===== config.mk =====
export PLATFORM = sky130hd
export DESIGN_NAME = tlc5620_multi_ctrl
export DESIGN_NICKNAME = d
export VERILOG_FILES = /design/src/rtl/tlc5620_pkg.sv /design/src/rtl/tlc5620_bit_timer.sv /design/src/rtl/tlc5620_multi_ctrl.sv
export SDC_FILE = /design/constraint.sdc
export NUM_CORES = 1
export LEC_CHECK = 0
export ABC_AREA = 1
export BUFFER_PORTS_ARGS = -buffer_cell sky130_fd_sc_hd__buf_4
export CAP_MARGIN = 15
export CELL_PAD_IN_SITES_DETAIL_PLACEMENT = 0
export CELL_PAD_IN_SITES_GLOBAL_PLACEMENT = 2
export CORE_MARGIN = 2
export CORE_UTILIZATION = 33
export DETAILED_ROUTE_END_ITERATION = 6
export PLACE_DENSITY = 0.82
export SLEW_MARGIN = 20
export SYNTH_ARGS = -nofsm -noshare
export SYNTH_HDL_FRONTEND = slang
export SYNTH_HIERARCHICAL = 1
export SYNTH_SLANG_ARGS = --single-unit

===== constraint.sdc =====
create_clock -name clk -period 2.4 [get_ports clk]
set_clock_uncertainty 0.05 [all_clocks]
set_input_delay 0.24 -clock clk [delete_from_list [all_inputs] [get_ports clk]]
set_output_delay 0.24 -clock clk [all_outputs]
set_load 0.01 [all_outputs]

===== src/rtl/tlc5620_pkg.sv =====
// Shared types and helpers for the TLC5620 multi-channel controller.
// TLC_SIMUL_UPDATE_EN adds the LDAC state used for simultaneous update.
package tlc5620_pkg;

    localparam int FRAME_BITS = 11;
    localparam int ADDR_W     = 2;

    typedef enum logic [2:0] {
        ST_IDLE  = 3'd0,
        ST_SHIFT = 3'd1,
        ST_LOAD  = 3'd2,
        ST_GAP   = 3'd3,
        ST_DONE  = 3'd4
`ifdef TLC_SIMUL_UPDATE_EN
        , ST_LDAC = 3'd5
`endif
    } state_e;

    // Frame layout on the wire, MSB first: A1 A0 RNG D7..D0
    function automatic logic [FRAME_BITS-1:0] tlc_frame(
        input logic [ADDR_W-1:0] addr,
        input logic              rng,
        input logic [7:0]        code
    );
        return {addr, rng, code};
    endfunction

endpackage


===== src/rtl/tlc5620_bit_timer.sv =====
// Half serial-clock period divider: strobes o_half_tick every CLK_DIV enabled cycles.
// Held cleared while disabled so every batch starts phase-aligned.
module tlc5620_bit_timer
    import tlc5620_pkg::*;
#(
    parameter int CLK_DIV = 4
) (
    input  logic clk,
    input  logic rst_n,
    input  logic i_en,
    output logic o_half_tick
);

    localparam int            CW   = $clog2(CLK_DIV + 1);
    localparam logic [CW-1:0] LAST = CW'(CLK_DIV - 1);

    logic [CW-1:0] r_cnt;

    // Free-running half-period counter while enabled
    always_ff @(posedge clk or negedge rst_n) begin
        if (!rst_n) begin
            r_cnt <= '0;
        end else if (!i_en) begin
            r_cnt <= '0;
        end else if (r_cnt == LAST) begin
            r_cnt <= '0;
        end else begin
            r_cnt <= r_cnt + CW'(1);
        end
    end

    assign o_half_tick = i_en && (r_cnt == LAST);

endmodule


===== src/rtl/tlc5620_multi_ctrl.sv =====
// Multi-channel TLC5620 batch controller: one 11-bit frame per masked channel plus LOAD strobe.
// Define TLC_SIMUL_UPDATE_EN for a single LDAC pulse after the batch (simultaneous update).
module tlc5620_multi_ctrl
    import tlc5620_pkg::*;
#(
    parameter int NUM_CH  = 4,
    parameter int CLK_DIV = 4
) (
    input  logic                  clk,
    input  logic                  rst,
    input  logic                  req_valid,
    output logic                  req_ready,
    input  logic [NUM_CH*8-1:0]   req_codes,
    input  logic [NUM_CH-1:0]     req_rng,
    input  logic [NUM_CH-1:0]     req_mask,
    output logic                  dac_clk,
    output logic                  dac_data,
    output logic                  load,
    output logic                  ldac,
    output logic                  busy,
    output logic                  done
);

    state_e                  r_state;
    logic [NUM_CH*8-1:0]     r_codes;
    logic [NUM_CH-1:0]       r_rng;
    logic [NUM_CH-1:0]       r_pending;
    logic [3:0]              r_bit_cnt;
    logic                    r_half;
    logic [FRAME_BITS-2:0]   r_shift;
    logic                    r_dac_clk;
    logic                    r_dac_data;
    logic                    r_load;
    logic                    r_busy;
    logic                    r_done;
    logic                    r_ready;
`ifdef TLC_SIMUL_UPDATE_EN
    logic                    r_ldac;
`endif

    logic                    w_accept;
    logic                    w_any;
    logic                    w_start;
    logic                    w_half_tick;
    logic [NUM_CH-1:0]       w_src_mask;
    logic [NUM_CH-1:0]       w_src_rng;
    logic [NUM_CH-1:0]       w_rest;
    logic [NUM_CH*8-1:0]     w_src_codes;
    logic [ADDR_W-1:0]       w_next_ch;
    logic [7:0]              w_code;
    logic                    w_rng;
    logic [FRAME_BITS-1:0]   w_frame;

    // Ready is only high in IDLE/DONE, so acceptance implies one of those states
    assign w_accept = req_valid && r_ready;

    // Lowest pending channel; on acceptance the fresh request is searched directly
    always_comb begin
        w_src_mask  = w_accept ? req_mask  : r_pending;
        w_src_rng   = w_accept ? req_rng   : r_rng;
        w_src_codes = w_accept ? req_codes : r_codes;
        w_next_ch   = '0;
        w_code      = 8'h00;
        w_rng       = 1'b0;
        w_rest      = '0;
        for (int n = NUM_CH - 1; n >= 0; n--) begin
            w_next_ch = w_src_mask[n] ? ADDR_W'(n) : w_next_ch;
            w_code    = w_src_mask[n] ? w_src_codes[8*n +: 8] : w_code;
            w_rng     = w_src_mask[n] ? w_src_rng[n] : w_rng;
        end
        for (int n = 0; n < NUM_CH; n++) begin
            w_rest[n] = w_src_mask[n] && (ADDR_W'(n) != w_next_ch);
        end
    end

    assign w_any   = |w_src_mask;
    assign w_frame = tlc_frame(w_next_ch, w_rng, w_code);
    assign w_start = (w_accept && w_any) ||
                     ((r_state == ST_GAP) && w_half_tick && w_any);

    tlc5620_bit_timer #(
        .CLK_DIV (CLK_DIV)
    ) u_timer (
        .clk         (clk),
        .rst_n       (rst),
        .i_en        (r_busy),
        .o_half_tick (w_half_tick)
    );

    // Batch sequencer with registered pin outputs
    always_ff @(posedge clk or negedge rst) begin
        if (!rst) begin
            r_state    <= ST_IDLE;
            r_codes    <= '0;
            r_rng      <= '0;
            r_pending  <= '0;
            r_bit_cnt  <= 4'd0;
            r_half     <= 1'b0;
            r_shift    <= '0;
            r_dac_clk  <= 1'b1;
            r_dac_data <= 1'b0;
            r_load     <= 1'b1;
            r_busy     <= 1'b0;
            r_done     <= 1'b0;
            r_ready    <= 1'b1;
`ifdef TLC_SIMUL_UPDATE_EN
            r_ldac     <= 1'b1;
`endif
        end else begin
            r_done <= 1'b0;
            case (r_state)
                ST_IDLE, ST_DONE: begin
                    if (w_accept) begin
                        r_codes <= req_codes;
                        r_rng   <= req_rng;
                        if (w_any) begin
                            r_state <= ST_SHIFT;
                            r_busy  <= 1'b1;
                            r_ready <= 1'b0;
                        end else begin
                            r_state <= ST_DONE;
                            r_done  <= 1'b1;
                        end
                    end else begin
                        r_state <= ST_IDLE;
                    end
                end
                ST_SHIFT: begin
                    if (w_half_tick) begin
                        if (!r_half) begin
                            r_dac_clk <= 1'b0;
                            r_half    <= 1'b1;
                        end else if (r_bit_cnt == 4'(FRAME_BITS - 1)) begin
                            r_state    <= ST_LOAD;
                            r_dac_clk  <= 1'b1;
                            r_dac_data <= 1'b0;
                            r_load     <= 1'b0;
                            r_half     <= 1'b0;
                        end else begin
                            r_bit_cnt  <= r_bit_cnt + 4'd1;
                            r_shift    <= {r_shift[FRAME_BITS-3:0], 1'b0};
                            r_dac_data <= r_shift[FRAME_BITS-2];
                            r_dac_clk  <= 1'b1;
                            r_half     <= 1'b0;
                        end
                    end
                end
                ST_LOAD: begin
                    if (w_half_tick) begin
                        r_load  <= 1'b1;
                        r_state <= ST_GAP;
                    end
                end
                ST_GAP: begin
                    if (w_half_tick) begin
                        if (w_any) begin
                            r_state <= ST_SHIFT;
                        end else begin
`ifdef TLC_SIMUL_UPDATE_EN
                            r_state <= ST_LDAC;
                            r_ldac  <= 1'b0;
                            r_half  <= 1'b0;
`else
                            r_state <= ST_DONE;
                            r_done  <= 1'b1;
                            r_busy  <= 1'b0;
                            r_ready <= 1'b1;
`endif
                        end
                    end
                end
`ifdef TLC_SIMUL_UPDATE_EN
                ST_LDAC: begin
                    if (w_half_tick) begin
                        if (!r_half) begin
                            r_ldac <= 1'b1;
                            r_half <= 1'b1;
                        end else begin
                            r_state <= ST_DONE;
                            r_done  <= 1'b1;
                            r_busy  <= 1'b0;
                            r_ready <= 1'b1;
                        end
                    end
                end
`endif
                default: begin
                    r_state <= ST_IDLE;
                end
            endcase
            // Loading a new channel presents its MSB on the very next cycle
            if (w_start) begin
                r_pending  <= w_rest;
                r_shift    <= w_frame[FRAME_BITS-2:0];
                r_dac_data <= w_frame[FRAME_BITS-1];
                r_dac_clk  <= 1'b1;
                r_half     <= 1'b0;
                r_bit_cnt  <= 4'd0;
            end
        end
    end

    assign req_ready = r_ready;
    assign dac_clk   = r_dac_clk;
    assign dac_data  = r_dac_data;
    assign load      = r_load;
    assign busy      = r_busy;
    assign done      = r_done;
`ifdef TLC_SIMUL_UPDATE_EN
    assign ldac      = r_ldac;
`else
    assign ldac      = 1'b0;
`endif

endmodule


# Word level (Yosys, flattened, before mapping)

Index checks and enable logic that the tools add are counted.

$add $sub $neg: 2
Equal/unequal tests: 18
Muxes and demuxes: 67
Reductions and logical operators: 25

Operators with widths:

| cell                                                | count |
|---|---|
| two-way mux 10 bit                                  | 5 |
| two-way mux 1 bit                                   | 32 |
| two-way mux 32 bit                                  | 1 |
| two-way mux 8 bit                                   | 4 |
| two-way mux 4 bit                                   | 7 |
| two-way mux 3 bit                                   | 9 |
| inequality test 2 bit, second input constant        | 9 |
| AND reduction 5 bit                                 | 3 |
| one-hot mux 3 bit (4 select lines)                  | 1 |
| nonzero test 2 bit                                  | 6 |
| equality test 3 x 2 -> 1 bit, second input constant | 3 |
| logical AND 1 bit                                   | 9 |
| two-way mux 2 bit                                   | 4 |
| one-hot mux 1 bit (2 select lines)                  | 4 |
| adder 4 x 1 -> 4 bit, second input constant         | 1 |
| equality test 4 bit, second input constant          | 1 |
| inequality test 2 bit, first input constant         | 2 |
| AND reduction 4 bit                                 | 1 |
| OR reduction 4 bit                                  | 1 |
| adder 3 x 1 -> 3 bit, second input constant         | 1 |
| equality test 3 x 1 -> 1 bit, second input constant | 1 |
| equality test 3 bit, second input constant          | 1 |
| logical NOT 3 bit                                   | 1 |
| AND reduction 3 bit                                 | 1 |
| other kinds (4)                                     | 4 |

Register bits after elaboration: 67
Input bits: 43

# Logic depth before layout (Yosys ltp)

Gate-level depths: netlist of run 1.

Depth in word-level cells: 8
Depth in mapped cells: 12

# Modules after synthesis

Netlist of run 1, hierarchy kept.

By module, submodules not included:

| module             | instances | cells each | area each (um2) | seq. area each (um2) |
|---|---|---|---|---|
| tlc5620_multi_ctrl | 1         | 490        | 3611.0          | 1605.3 |
| tlc5620_bit_timer  | 1         | 17         | 138.9           | 75.1 |

# Worst setup path after synthesis of run 1

No wires, ideal clock.

Path kind: flip-flop to flip-flop
Start: reg r_ready (netlist: req_ready)
End: reg r_shift[6]
Setup time: 121 ps
Data arrival time: 1601 ps
Data required time: 2229 ps
Setup slack: 628 ps
Stages on the path, launching flop included: 12
Buffers on the path: 2
Period minus slack after synthesis: 1772 ps
Cell sequence: dfstp_2 > nand2_2 > buf_6 > nand2_2 > nand2_4 > nor2_4 > nand2_4 > nand2_2 > nand2_2 > buf_2 > nand4_1 > nand3_2

Word-level cells in the longest chain between the ends: 7
Elaborated cells between the ends (all ways): 17
Classes of those cells: eq/ne: 1; mux: 7; reduce/logical: 9

Ends and longest elaborated chain:

| element                                                             | RTL line                                           | source |
|---|---|---|
| start, declared                                                     | tlc5620_multi_ctrl.sv:36                           | `logic r_ready;` |
| start signal, assigned                                              | tlc5620_multi_ctrl.sv:105                          | `r_ready <= 1'b1;` |
| start signal, assigned                                              | tlc5620_multi_ctrl.sv:119                          | `r_ready <= 1'b0;` |
| start signal, assigned                                              | tlc5620_multi_ctrl.sv:167                          | `r_ready <= 1'b1;` |
| logical AND 1 bit (*)                                               | tlc5620_multi_ctrl.sv:55                           | `assign w_accept = req_valid && r_ready;` |
| two-way mux 4 bit or two-way mux 32 bit (tied branches)             | --                                                 |  |
| OR reduction 4 bit or two-way mux 8 bit (tied branches)             | tlc5620_multi_ctrl.sv:76, tlc5620_multi_ctrl.sv:68 |  |
| logical AND 1 bit, or another cell as far along                     | tlc5620_multi_ctrl.sv:78                           | `assign w_start = (w_accept && w_any) \|\|` |
| logical OR 1 bit or two-way mux 8 bit (tied branches)               | tlc5620_multi_ctrl.sv:78, tlc5620_multi_ctrl.sv:68 |  |
| inequality test 2 bit (no line), or another cell as far along       | --                                                 |  |
| AND reduction 4 bit (no line) or two-way mux 10 bit (tied branches) | --                                                 |  |
| end signal, assigned                                                | tlc5620_multi_ctrl.sv:141                          | `r_shift <= {r_shift[FRAME_BITS-3:0], 1'b0};` |
| end signal, assigned                                                | tlc5620_multi_ctrl.sv:194                          | `r_shift <= w_frame[FRAME_BITS-2:0];` |
| end, declared                                                       | tlc5620_multi_ctrl.sv:30                           | `logic [FRAME_BITS-2:0] r_shift;` |

Mark *: on every way between the ends. The rest lies on a longest branch, timed or not.
A chain may end at the register's enable or synchronous reset.

# Worst setup path in the final report of run 1

Start: reg u_timer.r_cnt[0]
End: reg r_shift[9]

Word-level cells in the longest chain between the ends: 7
Elaborated cells between the ends (all ways): 11
Classes of those cells: eq/ne: 2; mux: 1; reduce/logical: 8

Ends and longest elaborated chain:

| element                                                               | RTL line                 | source |
|---|---|---|
| start, declared                                                       | tlc5620_bit_timer.sv:17  | `logic [CW-1:0] r_cnt;` |
| start signal, assigned                                                | tlc5620_bit_timer.sv:28  | `r_cnt <= r_cnt + CW'(1);` |
| equality test 3 x 2 -> 1 bit (*)                                      | tlc5620_bit_timer.sv:32  | `assign o_half_tick = i_en && (r_cnt == LAST);` |
| logical AND 1 bit (*)                                                 | tlc5620_bit_timer.sv:32  |  |
| named net w_half_tick                                                 | tlc5620_multi_ctrl.sv:44 | `logic w_half_tick;` |
| logical AND 1 bit (2 in series)                                       | tlc5620_multi_ctrl.sv:79 | `((r_state == ST_GAP) && w_half_tick && w_any);` |
| logical OR 1 bit                                                      | tlc5620_multi_ctrl.sv:78 |  |
| inequality test 2 bit (no line) or nonzero test 2 bit (tied branches) | --                       |  |
| AND reduction 4 bit (no line)                                         | --                       |  |

Mark *: on every way through the listed nets, which the timed path passes. The rest lies on a longest branch.

==> results of run 1 <==
==> cell type report <==
type                    instances  area [sq um]  share of cell area
well taps                     140           175              0.0388
clock inverters                 2          35.0             0.00776
multi-input cells             364          1760               0.389
repair buffers                 53           410              0.0910
clock buffers                  13           260              0.0577
flip-flops and latches         67          1680               0.372
inverters                      52           195              0.0433
==> power by group through the flow <==
| stage | Combinational (uW) | Clock, uW | Sequential, uW |
|---|---|---|---|
| after floorplan | 1.92 | 0 | 1150 |
| after global placement | 80.0 | 0 | 1150 |
| after detailed placement | 80.5 | 0 | 1150 |
| after CTS | 80.8 | 1370 | 1130 |
| after global routing | 86.9 | 1420 | 1130 |
| final | 77.2 | 1320 | 1130 |
==> critical path: stages (launching register included) <==
cell and delay (ns):
dfrtp_1 0.38, ha_1 0.22, nand2_1 0.07, nor2_1 0.07, inv_1 0.12, nor2_1 0.11, o21ai_4 0.58, nand2_4 0.08
nand2_4 0.21, inv_1 0.06, nand2_1 0.06, nand2_1 0.05
==> cell families (layout without fill, tap and decap cells) <==
group           Yosys count  in the layout  synth area share
xor+xnor                  2              2           0.00467
simple gates            260            260             0.308
other cells               1              1           0.00100
flops                    67             67             0.448
compound gates           98             98             0.142
fa+ha+maj                 3              3            0.0100
buf+inv                  76            120            0.0858
==> flip-flops by register name, summed over array words and instances (netlist names), 3 cells and up <==
register,count
r_bit_cnt,4
r_codes,32
r_pending,4
r_rng,4
r_shift,10
r_state,3
u_timer/r_cnt,3
==> worst paths after layout <==
| path | from | end |
|---|---|---|
| setup / recovery | u_timer/r_cnt[0] | r_shift[9] |
| hold / removal | rst | u_timer/r_cnt[2] |
| setup reg to reg | u_timer/r_cnt[0] | r_shift[9] |
| hold reg to reg | r_pending[1] | r_pending[1] |
| max in group asynchronous | rst | r_codes[7] |
| min in group clk | req_codes[31] | r_codes[31] |
==> cell usage in the layout (no fill, tap or decap), drive strengths merged, types with 3 or more instances in the layout <==
cell	synthesis	final
nor2	23	23
clkbuf	11	13
a31oi	8	8
buf	13	53
dfstp	3	3
ha	3	3
a21oi	14	14
o21ai	68	68
nand4	9	9
clkinv	2	3
inv	50	50
nand2	187	187
dfrtp	64	64
nand3	37	37
nand3b	3	3
==> per-layer routing <==
| metal | part of all wire | up-vias | track usage |
|---|---|---|---|
| met5 | 0 | - | 0 |
| met4 | 0.013 | 0 | 0.0500 |
| met3 | 0.035 | 9 | 0.0351 |
| met2 | 0.46 | 61 | 0.257 |
| met1 | 0.49 | 1505 | 0.224 |
| li1 | - | 1714 | - |
==> stage by stage <==
step                      instance area (sq um)  utilization  std cells
after floorplan                            3750            -        507
after global placement                     4220        0.384        676
after detailed placement                   4220        0.384        676
after CTS                                  4510        0.411        691
after global routing                       4510        0.411        691
final                                      4510        0.411        691
==> metrics.yaml, run 1 <==
globalplace.congestion: 0.822
ys_async_sr_fraction: 1.00
dr.pass1.iters: 6
fin_crit_ns: 2.19
cp_max_fo: 27
yosysTopAreaCell: "dfrtp_1"
slew_violations: 0
crit_required_ns: 2.57
power_per_cell_area_mw_per_mm2: 561
num_antenna_cells: 0
via_per_inst: 4.76
initialDrtViolationCount: 207
die_x_um: 111
relSlewSlack: 0.409
grt_pass1_wl_um: 16200
cts_hold_buf: 0
clk_latency_ns: 0.33
dp_hpwl_um: 6510
grt_pass1_vias: 3219
max_freq_mhz: 456
syn_nets: 553
cp.arrival_ns: 2.36
ant_nets: 0
hold_viol: 25
vias: 3289
violations: "hold timing"
yosysSeqAreaShare: 0.448
reg2reg_depth: 11
p_sw_uw: 504
max-vdd-ir-drop_mv: 0.324
avgSynthCellArea_sq_um: 7.40
area_growth_pct: 20.3
synthCells: 507
finalCritPeriodShare: 0.913
seq_power_share: 0.447
cts_buffer_depth: 2
cts_setup_buffers: 0
design.core.area_sq_mm: 0.0110
wl_per_cell_um: 13.4
leakagePower_uw: 0.00238
cts-buffers-inserted: 9
die_h_um: 111
ctsResizeCount: 0
setup_viol: 0
setup_ws_ns: 0.208
p_clk_frac: 0.523
drv_cap: 0
synth_top_area_share: 0.427
clock_sinks: 67
p_sw_frac: 0.199
power_uw: 2530
io-pin-count: 50
portBuffers: 48
drive_gt1_frac: 0.172
cts_tree: "done"
holdWs_ns: -0.0228
synth_most_common_cell: "nand2_1"
hold_path.class: "input port to asynchronous set/reset pin"
drt-total-wl_um: 9290
syn_area_sq_mm: 0.00375
setup_tns_ns: 0
worstSetupEndpointType: "register"
outcome: "finished, violations left"
synthTopCellsByArea: "dfrtp_1 (43%), nand2_1 (17%), o21ai_0 (8.5%)"
die_area_sq_mm: 0.0122
fillers: 1129
critPathLaunchType: "register"
worstMarginPinSlew_ns: 0.887
synth.distinct_cells: 35
rrSetupSlack_ns: 0.21
critical_path_class: "register to register"
start_util: 0.341
grt.overflow.total: 0
synth_seq_cells: 67
grt_max_degree: 68
clkTransAtPathRegs_ns: 0.06
rsz0062_at_grt: "no"
grt_usage: 0.163
drc: 0
rows: 38
pre_cts_ws_ns: 0.210
ys.flop_type: "dfrtp_1"
htreeDepth: 3
nNetsFinal: 593
internal_power_uw: 2030
root_buffer: "clkbuf_16"
grt_antenna_before_repair: 0
comb_power_share: 0.031
synth_common_cells: "nand2_1 (174), dfrtp_1 (64), o21ai_0 (64)"
yosysWarnings: 6
synth_edf_count: 0
Note: power is estimated with default switching activity, not from simulation.
==> inputs of run 2 (changes only) <==
Settings changed: ABC_AREA 1 to unset, BUFFER_PORTS_ARGS -buffer_cell sky130_fd_sc_hd__buf_4 to -buffer_cell sky130_fd_sc_hd__buf_2, CORE_UTILIZATION 33 to 37, SLEW_MARGIN 20 to 25.
==> run 2 against run 1 <==
Against the previous run:
- the run now ends clean
- final cell count down 21%
- clock power is 24% lower
- global-route usage grew 2.0 points
- hold slack gained 0.080 ns
- combinational power grew to 11 times the previous value
- synthesized cell count down 30%
- largest power group is now registers
- highest routed layer unchanged
==> metrics.yaml, run 2 <==
postPlaceCellArea_sq_mm: 0.00409
die_area_sq_mm: 0.0108
drt-total-wl_um: 9520
io-pin-count: 50
rsz0062_at_grt: "no"
crit_required_ns: 2.58
yosysWarnings: 6
synth_most_common_cell: "dfrtp_1"
synth_common_cells: "dfrtp_1 (64), a21oi_1 (37), mux2_1 (30)"
via_per_inst: 5.30
final_common_cell: "dfrtp_1"
globalplace.congestion: 0.798
reg2reg_depth: 7
worstReg2RegStart: "u_timer/r_cnt[0]"
hold_path.class: "input port to register"
outcome: "completed"
largest_register_ffs: 32
worstMarginPinSlew_ns: 0.838
max_freq_mhz: 466
cts_tree: "done"
synthTopCellsByArea: "dfrtp_1 (43%), mux2_1 (9.1%), mux2i_1 (5.4%)"
drive_gt1_frac: 0.229
grt_antenna_before_repair: 0
clock_sinks: 67
fillers: 966
drc: 0
syn_area_sq_mm: 0.00370
final_area_sq_mm: 0.00431
rows: 36
worst_hold_path.endpoint: "r_codes[14]"
drv_cap: 0
portBuffers: 48
finalCritPeriodShare: 0.893
ctsResizeCount: 0
cts_setup_buffers: 0
cts_buffer_depth: 2
worstSetupEndpointType: "register"
grt_usage: 0.183
hold_path_depth: 2
avgSynthCellArea_sq_um: 10.4
die_h_um: 104
design.core.area_sq_mm: 0.00973
top_register: "r_codes"
slew_violations: 0
area_growth_pct: 16.4
vias: 2878
grt_pass1_vias: 2999
initialDrtViolationCount: 79
hold_start: "req_codes[14]"
synth_seq_cells: 67
ys_async_sr_fraction: 1.00
critPathLaunchType: "register"
root_buffer: "clkbuf_8"
htreeDepth: 3
critical_path_class: "register to register"
nNetsFinal: 451
synth_edf_count: 0
clk_latency_ns: 0.35
num_antenna_cells: 0
leakagePower_uw: 0.00192
clkTransAtPathRegs_ns: 0.08
ant_nets: 0
ys.flop_type: "dfrtp_1"
synthCells: 357
start_util: 0.380
syn_nets: 403
cp.arrival_ns: 2.32
setup_tns_ns: 0
grt_max_degree: 68
reg2reg_to: "r_bit_cnt[0]"
yosysSeqAreaShare: 0.454
dr.pass1.iters: 5
relSlewSlack: 0.434
holdWs_ns: 0.0573
dp_hpwl_um: 6710
synth.distinct_cells: 55
cp_max_fo: 6
fin_util: 0.443
die_x_um: 104
wl_per_cell_um: 17.5
rrSetupSlack_ns: 0.26
mostFrequentLayoutCells: "dfrtp_1 (64), buf_2 (48), a21oi_1 (37), mux2_1 (30), nand2_1 (29)"
yosysTopAreaCell: "dfrtp_1"
reg_top3: "r_codes x32, r_shift x10"
cts-buffers-inserted: 9
setup_ws_ns: 0.256
pre_cts_ws_ns: 0.287
fin_crit_ns: 2.14
max-vdd-ir-drop_mv: 0.367
power_per_cell_area_mw_per_mm2: 821
grt_pass1_wl_um: 15600
hold_viol: 0
synth_top_area_share: 0.433
grt.overflow.total: 0
setup_viol: 0
run 2: changes by cell type after synthesis, moves of 8 or more:
| cell | previous run | this run |
|---|---|---|
| o2111ai_1 | 0 | 8 |
| mux2_1 | 0 | 30 |
| nand3_1 | 33 | 20 |
| mux2i_1 | 0 | 20 |
| o21ai_0 | 64 | 1 |
| o311ai_0 | 0 | 8 |
| a21oi_1 | 14 | 37 |
| inv_1 | 48 | 13 |
| nand2_1 | 174 | 29 |
| nand2_2 | 9 | 0 |
run 2: metrics by stage:
| step | std cells | total power [uW] |
|---|---|---|
| 6_report | 543 | 3530 |
| 5_1_grt | 543 | 3770 |
| 4_1_cts | 543 | 3570 |
| 3_5_place_dp | 526 | 2570 |
| 3_3_place_gp | 526 | 2550 |
| 2_1_floorplan | 357 | 2280 |
run 2: metal layers:
metal | global-route usage | part of all wire
met5 | 0 | 0
met4 | 0.0550 | 0.013
met3 | 0.0476 | 0.036
met2 | 0.312 | 0.51
met1 | 0.227 | 0.44
run 2: final cells by class:
cell class	instances	area [sq um]	share of cell area
multi-input combinational	254	1840	0.428
clock buffer	10	138	0.0320
clock inverter	6	71.3	0.0166
inverter	13	48.8	0.0113
tap	133	166	0.0386
timing repair buffer	60	358	0.0831
sequential	67	1680	0.390
run 2: worst max-delay path by stage:
| stage | startpoint | end | slack, ns | cells after the start |
|---|---|---|---|---|
| 2_1_floorplan | u_timer/r_cnt[0] | r_bit_cnt[0] | 0.48 | 7 |
| 3_3_place_gp | u_timer/r_cnt[0] | r_bit_cnt[0] | 0.28 | 7 |
| 3_5_place_dp | u_timer/r_cnt[0] | r_bit_cnt[0] | 0.29 | 7 |
| 4_1_cts | u_timer/r_cnt[0] | r_bit_cnt[0] | 0.25 | 7 |
| 5_1_grt | u_timer/r_cnt[0] | r_shift[8] | 0.03 | 8 |
| 6_report | u_timer/r_cnt[0] | r_bit_cnt[0] | 0.26 | 7 |
run 2: critical path: stages, from the launching register on:
cell      delay [ns]
dfrtp_1         0.37
ha_1            0.17
nor2b_4         0.16
and2_1          0.26
nand4b_1        0.23
a21oi_2         0.34
nor2_2          0.12
mux2_1          0.32
run 2: logic make-up (layout without fill, tap and decap cells):
| family | Yosys count | count (layout) | share of synthesized area |
|---|---|---|---|
| compound gates | 86 | 86 | 0.166 |
| other cells | 1 | 1 | 0.00101 |
| fa+ha+maj | 3 | 3 | 0.0101 |
| flops | 67 | 67 | 0.454 |
| buf+inv | 36 | 89 | 0.0473 |
| simple gates | 111 | 111 | 0.168 |
| mux | 51 | 51 | 0.148 |
| xor+xnor | 2 | 2 | 0.00474 |
run 2: what timing repair did:
action                                 in CTS  in global routing
setup endpoints to repair                   0                  0
hold buffers                                1                  0
endpoints found under the hold margin      64                  0
run 2: power breakdown:
group / total, uW / switching [uW] / internal [uW] / leakage (uW)
clock: 997 / 480 / 517 / 0.0000995
combinational: 851 / 455 / 396 / 0.00101
sequential: 1690 / 252 / 1440 / 0.000811
